`config.mk`:
```
export PLATFORM = sky130hd
export DESIGN_NAME = coin_dispenser_flat
export DESIGN_NICKNAME = d
export VERILOG_FILES = /design/src/rtl/coin_dispenser_if.sv /design/src/rtl/coin_dispenser.sv /design/src/flat_wrapper.sv
export SDC_FILE = /design/constraint.sdc
export NUM_CORES = 1
export LEC_CHECK = 0
export CORE_MARGIN = 8
export CORE_UTILIZATION = 48
export CTS_BUF_LIST = sky130_fd_sc_hd__clkbuf_4
export DETAILED_ROUTE_END_ITERATION = 6
export PLACE_DENSITY = 0.81
export SETUP_SLACK_MARGIN = 0.1
export SLEW_MARGIN = 20
export SYNTH_ARGS = -nofsm -noshare
export SYNTH_HDL_FRONTEND = slang
export SYNTH_SLANG_ARGS = --single-unit
```
`constraint.sdc`:
```
create_clock -name clk -period 1.8 [get_ports clk]
set_input_delay 0.36 -clock clk [delete_from_list [all_inputs] [get_ports clk]]
set_output_delay 0.36 -clock clk [all_outputs]
set_load 0.005 [all_outputs]
```
`src/rtl/coin_dispenser_if.sv`:
```
// Request/stock/status bundle between a dispense controller and its host.
interface coin_dispenser_if;
   logic       req;
   logic [3:0] amount;
   logic       ten_empty;
   logic       five_empty;
   logic       busy;
   logic       eject_ten;
   logic       eject_five;
   logic       done;
   logic       fault;
   logic [3:0] remaining;

   modport master (
      output req, amount, ten_empty, five_empty,
      input  busy, eject_ten, eject_five, done, fault, remaining
   );

   modport slave (
      input  req, amount, ten_empty, five_empty,
      output busy, eject_ten, eject_five, done, fault, remaining
   );
endinterface

```
`src/rtl/coin_dispenser.sv`:
```
// Pays change in tens then fives; each coin costs 1 select + PULSE_CYC + GAP_CYC cycles.
// No backpressure: req is only honoured in IDLE and ignored otherwise.
module coin_dispenser #(
   parameter int PULSE_CYC = 4,
   parameter int GAP_CYC   = 4
) (
   input  logic             clk,
   input  logic             reset,
   coin_dispenser_if.slave  bus
);

   typedef enum logic [2:0] {
      S_IDLE,
      S_SELECT,
      S_EJECT_TEN,
      S_EJECT_FIVE,
      S_GAP,
      S_DONE,
      S_FAULT
   } state_t;

   localparam logic [3:0] PULSE_LD = 4'(PULSE_CYC - 1);
   localparam logic [3:0] GAP_LD   = 4'(GAP_CYC - 1);

   state_t     state_q, state_d;
   logic [3:0] cnt_q, cnt_d;
   logic [3:0] rem_q, rem_d;
   logic       ej_ten_q, ej_five_q;

   always_ff @(posedge clk) begin
      if (reset) begin
         state_q   <= S_IDLE;
         cnt_q     <= '0;
         rem_q     <= '0;
         ej_ten_q  <= 1'b0;
         ej_five_q <= 1'b0;
      end else begin
         state_q   <= state_d;
         cnt_q     <= cnt_d;
         rem_q     <= rem_d;
         ej_ten_q  <= (state_d == S_EJECT_TEN);
         ej_five_q <= (state_d == S_EJECT_FIVE);
      end
   end

   // The shared counter is loaded on entry to each timed state and counts down to 0.
   always_comb begin
      state_d = state_q;
      cnt_d   = cnt_q;
      rem_d   = rem_q;
      case (state_q)
         S_IDLE: begin
            if (bus.req) begin
               rem_d   = bus.amount;
               state_d = (bus.amount == 4'd0) ? S_DONE : S_SELECT;
            end
         end
         S_SELECT: begin
            if (rem_q >= 4'd2 && !bus.ten_empty) begin
               state_d = S_EJECT_TEN;
               cnt_d   = PULSE_LD;
            end else if (rem_q >= 4'd1 && !bus.five_empty) begin
               state_d = S_EJECT_FIVE;
               cnt_d   = PULSE_LD;
            end else if (rem_q == 4'd0) begin
               state_d = S_DONE;
            end else begin
               state_d = S_FAULT;
            end
         end
         S_EJECT_TEN: begin
            if (cnt_q == 4'd0) begin
               rem_d   = rem_q - 4'd2;
               state_d = S_GAP;
               cnt_d   = GAP_LD;
            end else begin
               cnt_d = cnt_q - 4'd1;
            end
         end
         S_EJECT_FIVE: begin
            if (cnt_q == 4'd0) begin
               rem_d   = rem_q - 4'd1;
               state_d = S_GAP;
               cnt_d   = GAP_LD;
            end else begin
               cnt_d = cnt_q - 4'd1;
            end
         end
         S_GAP: begin
            if (cnt_q == 4'd0) begin
               state_d = S_SELECT;
            end else begin
               cnt_d = cnt_q - 4'd1;
            end
         end
         S_DONE: begin
            rem_d   = '0;
            state_d = S_IDLE;
         end
         S_FAULT: begin
            state_d = S_FAULT;
         end
         default: begin
            state_d = S_IDLE;
         end
      endcase
   end

   assign bus.busy       = (state_q != S_IDLE) && (state_q != S_FAULT);
   assign bus.eject_ten  = ej_ten_q;
   assign bus.eject_five = ej_five_q;
   assign bus.done       = (state_q == S_DONE);
   assign bus.fault      = (state_q == S_FAULT);
   assign bus.remaining  = rem_q;

endmodule

```
`src/flat_wrapper.sv`:
```
// flat-port wrapper written by rule: the top's interface ports become plain ports
module coin_dispenser_flat 
#(
   parameter int PULSE_CYC = 4,
   parameter int GAP_CYC   = 4
)
  (clk, reset, bus_req, bus_amount, bus_ten_empty, bus_five_empty, bus_busy, bus_eject_ten, bus_eject_five, bus_done, bus_fault, bus_remaining);
  coin_dispenser_if bus_i ();
  input  logic clk;
  input  logic reset;
  input wire logic [$bits(bus_i.req)-1:0] bus_req;
  input wire logic [$bits(bus_i.amount)-1:0] bus_amount;
  input wire logic [$bits(bus_i.ten_empty)-1:0] bus_ten_empty;
  input wire logic [$bits(bus_i.five_empty)-1:0] bus_five_empty;
  output wire logic [$bits(bus_i.busy)-1:0] bus_busy;
  output wire logic [$bits(bus_i.eject_ten)-1:0] bus_eject_ten;
  output wire logic [$bits(bus_i.eject_five)-1:0] bus_eject_five;
  output wire logic [$bits(bus_i.done)-1:0] bus_done;
  output wire logic [$bits(bus_i.fault)-1:0] bus_fault;
  output wire logic [$bits(bus_i.remaining)-1:0] bus_remaining;
  assign bus_i.req = bus_req;
  assign bus_i.amount = bus_amount;
  assign bus_i.ten_empty = bus_ten_empty;
  assign bus_i.five_empty = bus_five_empty;
  assign bus_busy = bus_i.busy;
  assign bus_eject_ten = bus_i.eject_ten;
  assign bus_eject_five = bus_i.eject_five;
  assign bus_done = bus_i.done;
  assign bus_fault = bus_i.fault;
  assign bus_remaining = bus_i.remaining;
  coin_dispenser #(.PULSE_CYC(PULSE_CYC), .GAP_CYC(GAP_CYC)) u_core (.clk(clk), .reset(reset), .bus(bus_i));
endmodule
```
* Yosys cells after proc, flatten, opt, wreduce, memory -nomap -nowiden
Index checks and enable logic that the tools add are counted.
** Storage, ports and cells
- Input port bits :: 9
- Memories kept :: 0
- Bits in latches :: 0
- Memory bits (writable) :: 0
- Register bits after elaboration :: 13
- Output and inout port bits :: 9
- ROM bits :: 0
** Operators by class
- Bitwise operators :: 0
- Equal/unequal tests :: 14
- Reductions and logical operators :: 15
- Multipliers :: 0
- Add/sub/neg operators :: 3
- Muxes and demuxes :: 17
- Shifts and indexed selects :: 0
- Divide/modulo/power cells :: 0
- Magnitude comparators :: 2
** Operators with widths (number)
- 4-bit 2-to-1 mux :: 7
- 3-bit 2-to-1 mux :: 6
- 4-bit case mux with 4 select lines :: 1
- 3-bit case mux with 5 select lines :: 1
- 3-bit by 2-bit equality test with 1-bit output, second input constant :: 4
- 4-bit logical NOT :: 3
- 4-bit case mux with 3 select lines :: 1
- 3-bit equality test, second input constant :: 3
- 4-bit by 1-bit subtractor with 4-bit output, second input constant :: 2
- 3-bit nonzero test :: 2
- 4-bit by 1-bit >= comparator with 1-bit output, second input constant :: 1
- 4-bit by 2-bit >= comparator with 1-bit output, second input constant :: 1
- 2-bit by 1-bit inequality test with 1-bit output, second input constant :: 2
- 2-bit inequality test, second input constant :: 2
- 4-bit AND reduction :: 1
- 4-bit nonzero test :: 1
- 4-bit by 2-bit subtractor with 4-bit output, second input constant :: 1
- 3-bit by 1-bit equality test with 1-bit output, second input constant :: 1
- 1-bit logical AND :: 3
- 3-bit logical NOT :: 1
- 3-bit by 1-bit inequality test with 1-bit output, second input constant :: 1
- 3-bit inequality test, second input constant :: 1
- 3-bit AND reduction :: 1
- 1-bit logical NOT :: 2
- 2 further kinds :: 2

* Depth between registers and ports, before layout
- Depth in word-level cells :: 6
- Gate-level depth with buffers :: 6
- Depth with buffers taken out :: 6

* Worst setup path after synthesis
OpenSTA, ideal clock, no wires.
- Path kind :: register -> register
- Start :: register u_core.rem_q[1], in the netlist u_core.bus.remaining[1]
- End :: register u_core.cnt_q[3]
- Period minus slack after synthesis :: 1.781 ns
- Stages on the path, launching flop included :: 7
- Slack :: 0.019 ns
- Arrival :: 1.690 ns
- Path through :: dfxtp_1 > inv_1 > ha_1 > nor4b_1 > o22ai_1 > a31o_2 > a311oi_1
** Between the ends
- Longest elaborated chain between the ends :: 4
- Elaborated cells between the ends (all ways) :: 8
** RTL lines
- start: declaration :: line coin_dispenser.sv:27 : logic [3:0] rem_q, rem_d;
- start signal: assignment :: line coin_dispenser.sv:40 : rem_q <= rem_d;
- 4-bit by 1-bit >= comparator with 1-bit output / 4-bit by 2-bit >= comparator with 1-bit output (equally long branches) :: line coin_dispenser.sv:62, coin_dispenser.sv:59
- 1-bit logical AND, on equally long branches :: line coin_dispenser.sv:62, coin_dispenser.sv:59
- 3-bit by 1-bit inequality test with 1-bit output (no line) / 4-bit 2-to-1 mux (equally long branches)
- 3-bit AND reduction (no line) / 4-bit case mux with 3 select lines (equally long branches)
- end signal: assignment :: line coin_dispenser.sv:39 : cnt_q <= cnt_d;
- end: declaration :: line coin_dispenser.sv:26 : logic [3:0] cnt_q, cnt_d;
Several ways; a longest one is shown, not always the timed one.
A chain may end at the register's enable or synchronous reset.

* Worst setup path after layout
- Start :: register u_core.state_q[1]
- End :: register u_core.rem_q[1], in the netlist u_core.bus.remaining[1]
** Between the ends
- Longest elaborated chain between the ends :: 3
- Elaborated cells between the ends (all ways) :: 10
** RTL lines
- start: declaration :: line coin_dispenser.sv:25 : state_t state_q, state_d;
- start signal: assignment :: line coin_dispenser.sv:38 : state_q <= state_d;
- 3-bit by 2-bit equality test with 1-bit output, or another cell as far along :: line coin_dispenser.sv:51 : case (state_q)
- 2-bit by 1-bit inequality test with 1-bit output (no line), or another cell as far along
- 4-bit AND reduction (no line)
Several ways; a longest one is shown, not always the timed one.

==> impl_results.rst <==
.. list-table::
   :header-rows: 1

   * - Metric
     - Value
   * - Outcome
     - complete, no violations
   * - Worst setup path startpoint
     - u_core.state_q[1]$_SDFF_PP0_
   * - Detailed placement HPWL
     - 2170 µm
   * - Proportion of layout cells with a drive suffix above 1
     - 40.6%
   * - Endpoints failing setup
     - 0
   * - Die width
     - just over 60 µm
   * - Count of buffers from port buffering
     - 17
   * - Time the worst path needs with I/O delays and setup
     - 1700 ps
   * - Cts bufs inserted
     - 3
   * - Power per Cell Area
     - 1890 nW/µm²
   * - Nets@finish
     - between 150 and 200
   * - Worst skew pair latency
     - ~280 ps
   * - Worst path cell trace
     - buf_4 > nor4b_4 > o22ai_2 > or4_1 > a21oi_1
   * - Chip height
     - 61.5 µm
   * - Multiplexer share of the synthesized area
     - under 10%
   * - Remaining number of nets flagged by the antenna check after routing
     - 0
   * - DRT iter0 DRCs
     - 46
   * - Net switching component of the power
     - 1.21 mW
   * - Critical Path Max Stage Delay
     - 520 ps
   * - Area enclosed by the die boundary
     - 3780 µm²
   * - Vias in the first global route
     - approximately 1100
   * - Logic depth of the worst path, buffers included
     - 5
   * - RePlAce Congestion
     - just over 0.8
   * - I/O pin count
     - 18
   * - Hold Violations, Final
     - 0
   * - Number of instances in the synthesized netlist
     - 117
   * - Final total negative setup slack
     - 0 ps
   * - Overflow left after global routing
     - 0
   * - Hold_buf cts
     - 0
   * - Synth async-reset ratio
     - 0%
   * - Maximum root-to-sink buffer count
     - 2
   * - Cell area after layout
     - 1500 µm²
   * - Fraction of synthesized cell area in xor and xnor cells
     - 0.882%
   * - Routed via count divided by cell count
     - 6.19
   * - Register area
     - between 200 and 300 µm²
   * - Worst hold path type
     - flop to flop
   * - Cells on worst reg2reg path
     - 5
   * - Final WL
     - a little over 3000 µm
   * - Final worst path period share
     - 94.6%
   * - Detailed-router iteration count before antenna repair
     - 4
   * - Adder-cell share of the synthesized area
     - 8.82%
   * - Area of the placeable core
     - 1960 µm²
   * - Total buffers and inverters traversed by the critical path
     - 1
   * - Layout fillers
     - 147
   * - Largest net degree at the start of global routing
     - 11
   * - Clock tree from TritonCTS
     - done
   * - Initial cell density of the core
     - 50.6%
   * - Avg Cell Area, Syn
     - 8.49 µm²
   * - Comb power frac
     - 71.3%
   * - Actual slew at the worst max-slew pin
     - between 300 and 400 ps
   * - Max-slew violation total from the final report
     - 0
   * - Cell with the largest stage delay on the worst path
     - sky130_fd_sc_hd__or4_1
   * - Tightest slew margin relative to the limit
     - about three quarters
   * - Crit-path max FO
     - 9
   * - Count of max-cap constraint violations
     - 0
   * - Global-route wire length before repair
     - 4750 µm
   * - Multi-input logic area
     - 795 µm²
   * - Type of origin of the critical path
     - flop
   * - Total number of yosys warnings
     - 0
   * - Worst-case vdd ir drop
     - 0.00115 V
   * - Complex-gate fraction of the synthesized area
     - 24.7%
   * - Main combinational cell family by area after synthesis
     - simple AND/OR/NAND/NOR gates
   * - Clock group share of total power
     - 7.1%
   * - Internal power
     - 1.61 mW
   * - Total number of vias
     - 1127
   * - Clock-pin transition on the worst setup and hold timing paths
     - 80 ps
   * - Std cell rows
     - 16
   * - Total inserted antenna cells
     - 0
   * - Worst path top cell family by delay
     - simple AND/OR/NAND/NOR gates
   * - Arr. time, crit path
     - 1920 ps
   * - Synth Area in Simple Gates
     - approximately a third
   * - RR Endpoint
     - u_core.bus.remaining[1]$_SDFFE_PP0P_
   * - Mapped cell area
     - 993 µm²
   * - Net Count, Synth
     - between 100 and 150
   * - R2r startpoint
     - u_core.state_q[1]$_SDFF_PP0_
   * - Instance area after placement
     - 1280 µm²
   * - Required time at the endpoint of the critical path
     - 2020 ps
   * - Number of storage elements in the synthesis netlist
     - 13
   * - Register-to-register path setup slack
     - between 90 and 100 ps
   * - Worst Setup End Kind
     - flop
   * - Clock sink total
     - 13
   * - Number of different library cells in the post-synthesis netlist
     - 46
   * - RSZ-0062 raised after global routing
     - true
   * - Number of antenna violations at the first check in global routing
     - 0
   * - Start-to-end type of the worst setup path
     - flop to flop
   * - WL per Instance
     - 17.1 µm
   * - Layout area overhead
     - 50.9%
   * - Post-Route Skew
     - 5.83 ps
   * - Total global-route track usage
     - 16.5%
   * - H-Tree Level Count
     - 1
   * - Proportion of power drawn by flip-flops and latches
     - 21.6%
   * - Residual DRC count
     - 0
   * - Main flop type after synthesis
     - sky130_fd_sc_hd__dfxtp_1
   * - Share of total power consumed by net switching
     - 42.9%
   * - Cell at the root of the clock tree
     - sky130_fd_sc_hd__clkbuf_4
   * - Achievable Freq
     - 0.587 GHz
   * - Cell leakage power
     - 0.609 nW
   * - Proportion of synthesized chip area in sequential cells
     - 26.2%
   * - Number of flops mapped to enable cells by yosys
     - 0
   * - Timing endpoint of the critical path
     - u_core.bus.remaining[1]$_SDFFE_PP0P_
## how the worst min path moves through the flow
stage / startpoint / endpoint / slack, ps / depth (start not counted)
after floorplan: u_core.cnt_q[1]$_SDFFE_PP0P_ / u_core.cnt_q[1]$_SDFFE_PP0P_ / 460 / 1
after detailed placement: u_core.cnt_q[1]$_SDFFE_PP0P_ / u_core.cnt_q[1]$_SDFFE_PP0P_ / 490 / 1
after global routing: u_core.cnt_q[1]$_SDFFE_PP0P_ / u_core.cnt_q[1]$_SDFFE_PP0P_ / 520 / 1
after global placement: u_core.cnt_q[1]$_SDFFE_PP0P_ / u_core.cnt_q[1]$_SDFFE_PP0P_ / 480 / 1
final: u_core.cnt_q[1]$_SDFFE_PP0P_ / u_core.cnt_q[1]$_SDFFE_PP0P_ / 500 / 1
after CTS: u_core.cnt_q[1]$_SDFFE_PP0P_ / u_core.cnt_q[1]$_SDFFE_PP0P_ / 510 / 1
## worst reg2reg max path: cells and delay by family, from the launching register on
family / cells / cell delay (ps)
compound gates: 2 / 250
buf+inv: 1 / 180
flops: 1 / 350
simple gates: 2 / 860
## layer usage
layer / up-vias / track usage [%] / part of all wire (%)
li1: 524 / - / -
met1: 550 / 17.8 / 39
met2: 42 / 31.2 / 54
met3: 11 / 2.09 / 4.4
met4: 0 / 6.82 / 2.6
met5: - / 0 / 0
## power groups by stage
stage / clock network (mW) / logic (mW) / registers, mW
floorplan: 0 / 1.00 / 0.520
global placement: 0 / 1.50 / 0.530
CTS: 0.204 / 1.66 / 0.556
finish: 0.201 / 2.01 / 0.611
detailed placement: 0 / 1.56 / 0.538
global route: 0.219 / 2.20 / 0.622
## final cells by class
cell class	count	share of cell area [%]
repair buffers	38	21.9
clock buffers	4	2.00
multi-input cells	91	53.0
inverters	9	2.42
well taps	27	2.25
flip-flops and latches	13	18.4
## state kept, by name, indices dropped and copies added, names as in the netlist
name and count:
u_core.bus.remaining 4, u_core.state_q 3, u_core.cnt_q 4, u_core.bus.eject_five 1, u_core.bus.eject_ten 1
## stage by stage
step / util, % / total power, mW / worst slack (ps) / std cells / hold slack [ps]
floorplan: - / 1.52 / 116 / 117 / 464
global placement: 65.4 / 2.03 / -75.0 / 171 / 479
detailed placement: 65.4 / 2.10 / -101 / 171 / 491
CTS: 69.5 / 2.42 / 30.8 / 176 / 511
global route: 76.4 / 3.04 / -0.190 / 182 / 521
finish: 76.4 / 2.83 / 97.3 / 182 / 505
## kinds of logic after synthesis
kind of cell	Yosys count
AOI/OAI and AO/OA	35
xor gates and xnor gates	1
adders and majority gates	7
buffers and inverters	13
DFF	13
muxes	2
and+or+nand+nor	46
## layout by cell type (no fill, tap or decap), drive strengths merged, types with 4 or more instances in the layout
cell type / Yosys / layout
nand2: 6 / 6
nor4b: 4 / 4
o221ai: 4 / 4
buf: 3 / 21
a21oi: 11 / 11
inv: 9 / 9
nor3b: 5 / 5
clkbuf: 1 / 5
ha: 7 / 7
dfxtp: 13 / 13
nor3: 4 / 4
clkdlybuf4s50: 0 / 14
nor2: 10 / 10
## cells in the mapped netlist (2+ instances only)
cell type / n / area, µm²
sky130_fd_sc_hd__o21a_1: 2 / 15.0
sky130_fd_sc_hd__ha_1: 7 / 87.6
sky130_fd_sc_hd__nor2_1: 10 / 37.5
sky130_fd_sc_hd__a21o_1: 2 / 15.0
sky130_fd_sc_hd__o21ai_0: 2 / 10.0
sky130_fd_sc_hd__nand2b_1: 2 / 12.5
sky130_fd_sc_hd__mux2i_1: 2 / 20.0
sky130_fd_sc_hd__nor3b_2: 2 / 25.0
sky130_fd_sc_hd__nand3_1: 3 / 15.0
sky130_fd_sc_hd__buf_2: 2 / 10.0
sky130_fd_sc_hd__a311oi_1: 2 / 17.5
sky130_fd_sc_hd__nor3b_1: 3 / 22.5
sky130_fd_sc_hd__inv_1: 8 / 30.0
sky130_fd_sc_hd__or2b_1: 2 / 15.0
sky130_fd_sc_hd__a21oi_1: 11 / 55.1
sky130_fd_sc_hd__o221ai_1: 4 / 35.0
sky130_fd_sc_hd__nor3_1: 4 / 20.0
sky130_fd_sc_hd__nor4b_2: 2 / 30.0
sky130_fd_sc_hd__nor4_1: 2 / 12.5
sky130_fd_sc_hd__nand2_1: 6 / 22.5
sky130_fd_sc_hd__a31oi_1: 2 / 12.5
sky130_fd_sc_hd__dfxtp_1: 13 / 260
## repair_timing
item / 4_1_cts / 5_1_grt
setup buffers: 1 / 6
pin swaps: 1 / 8
hold endpoints to repair: 0 / 0
endpoints found under the setup margin: 11 / 13
resized for setup: 16 / 28
Note: power is estimated with default switching activity, not from simulation.
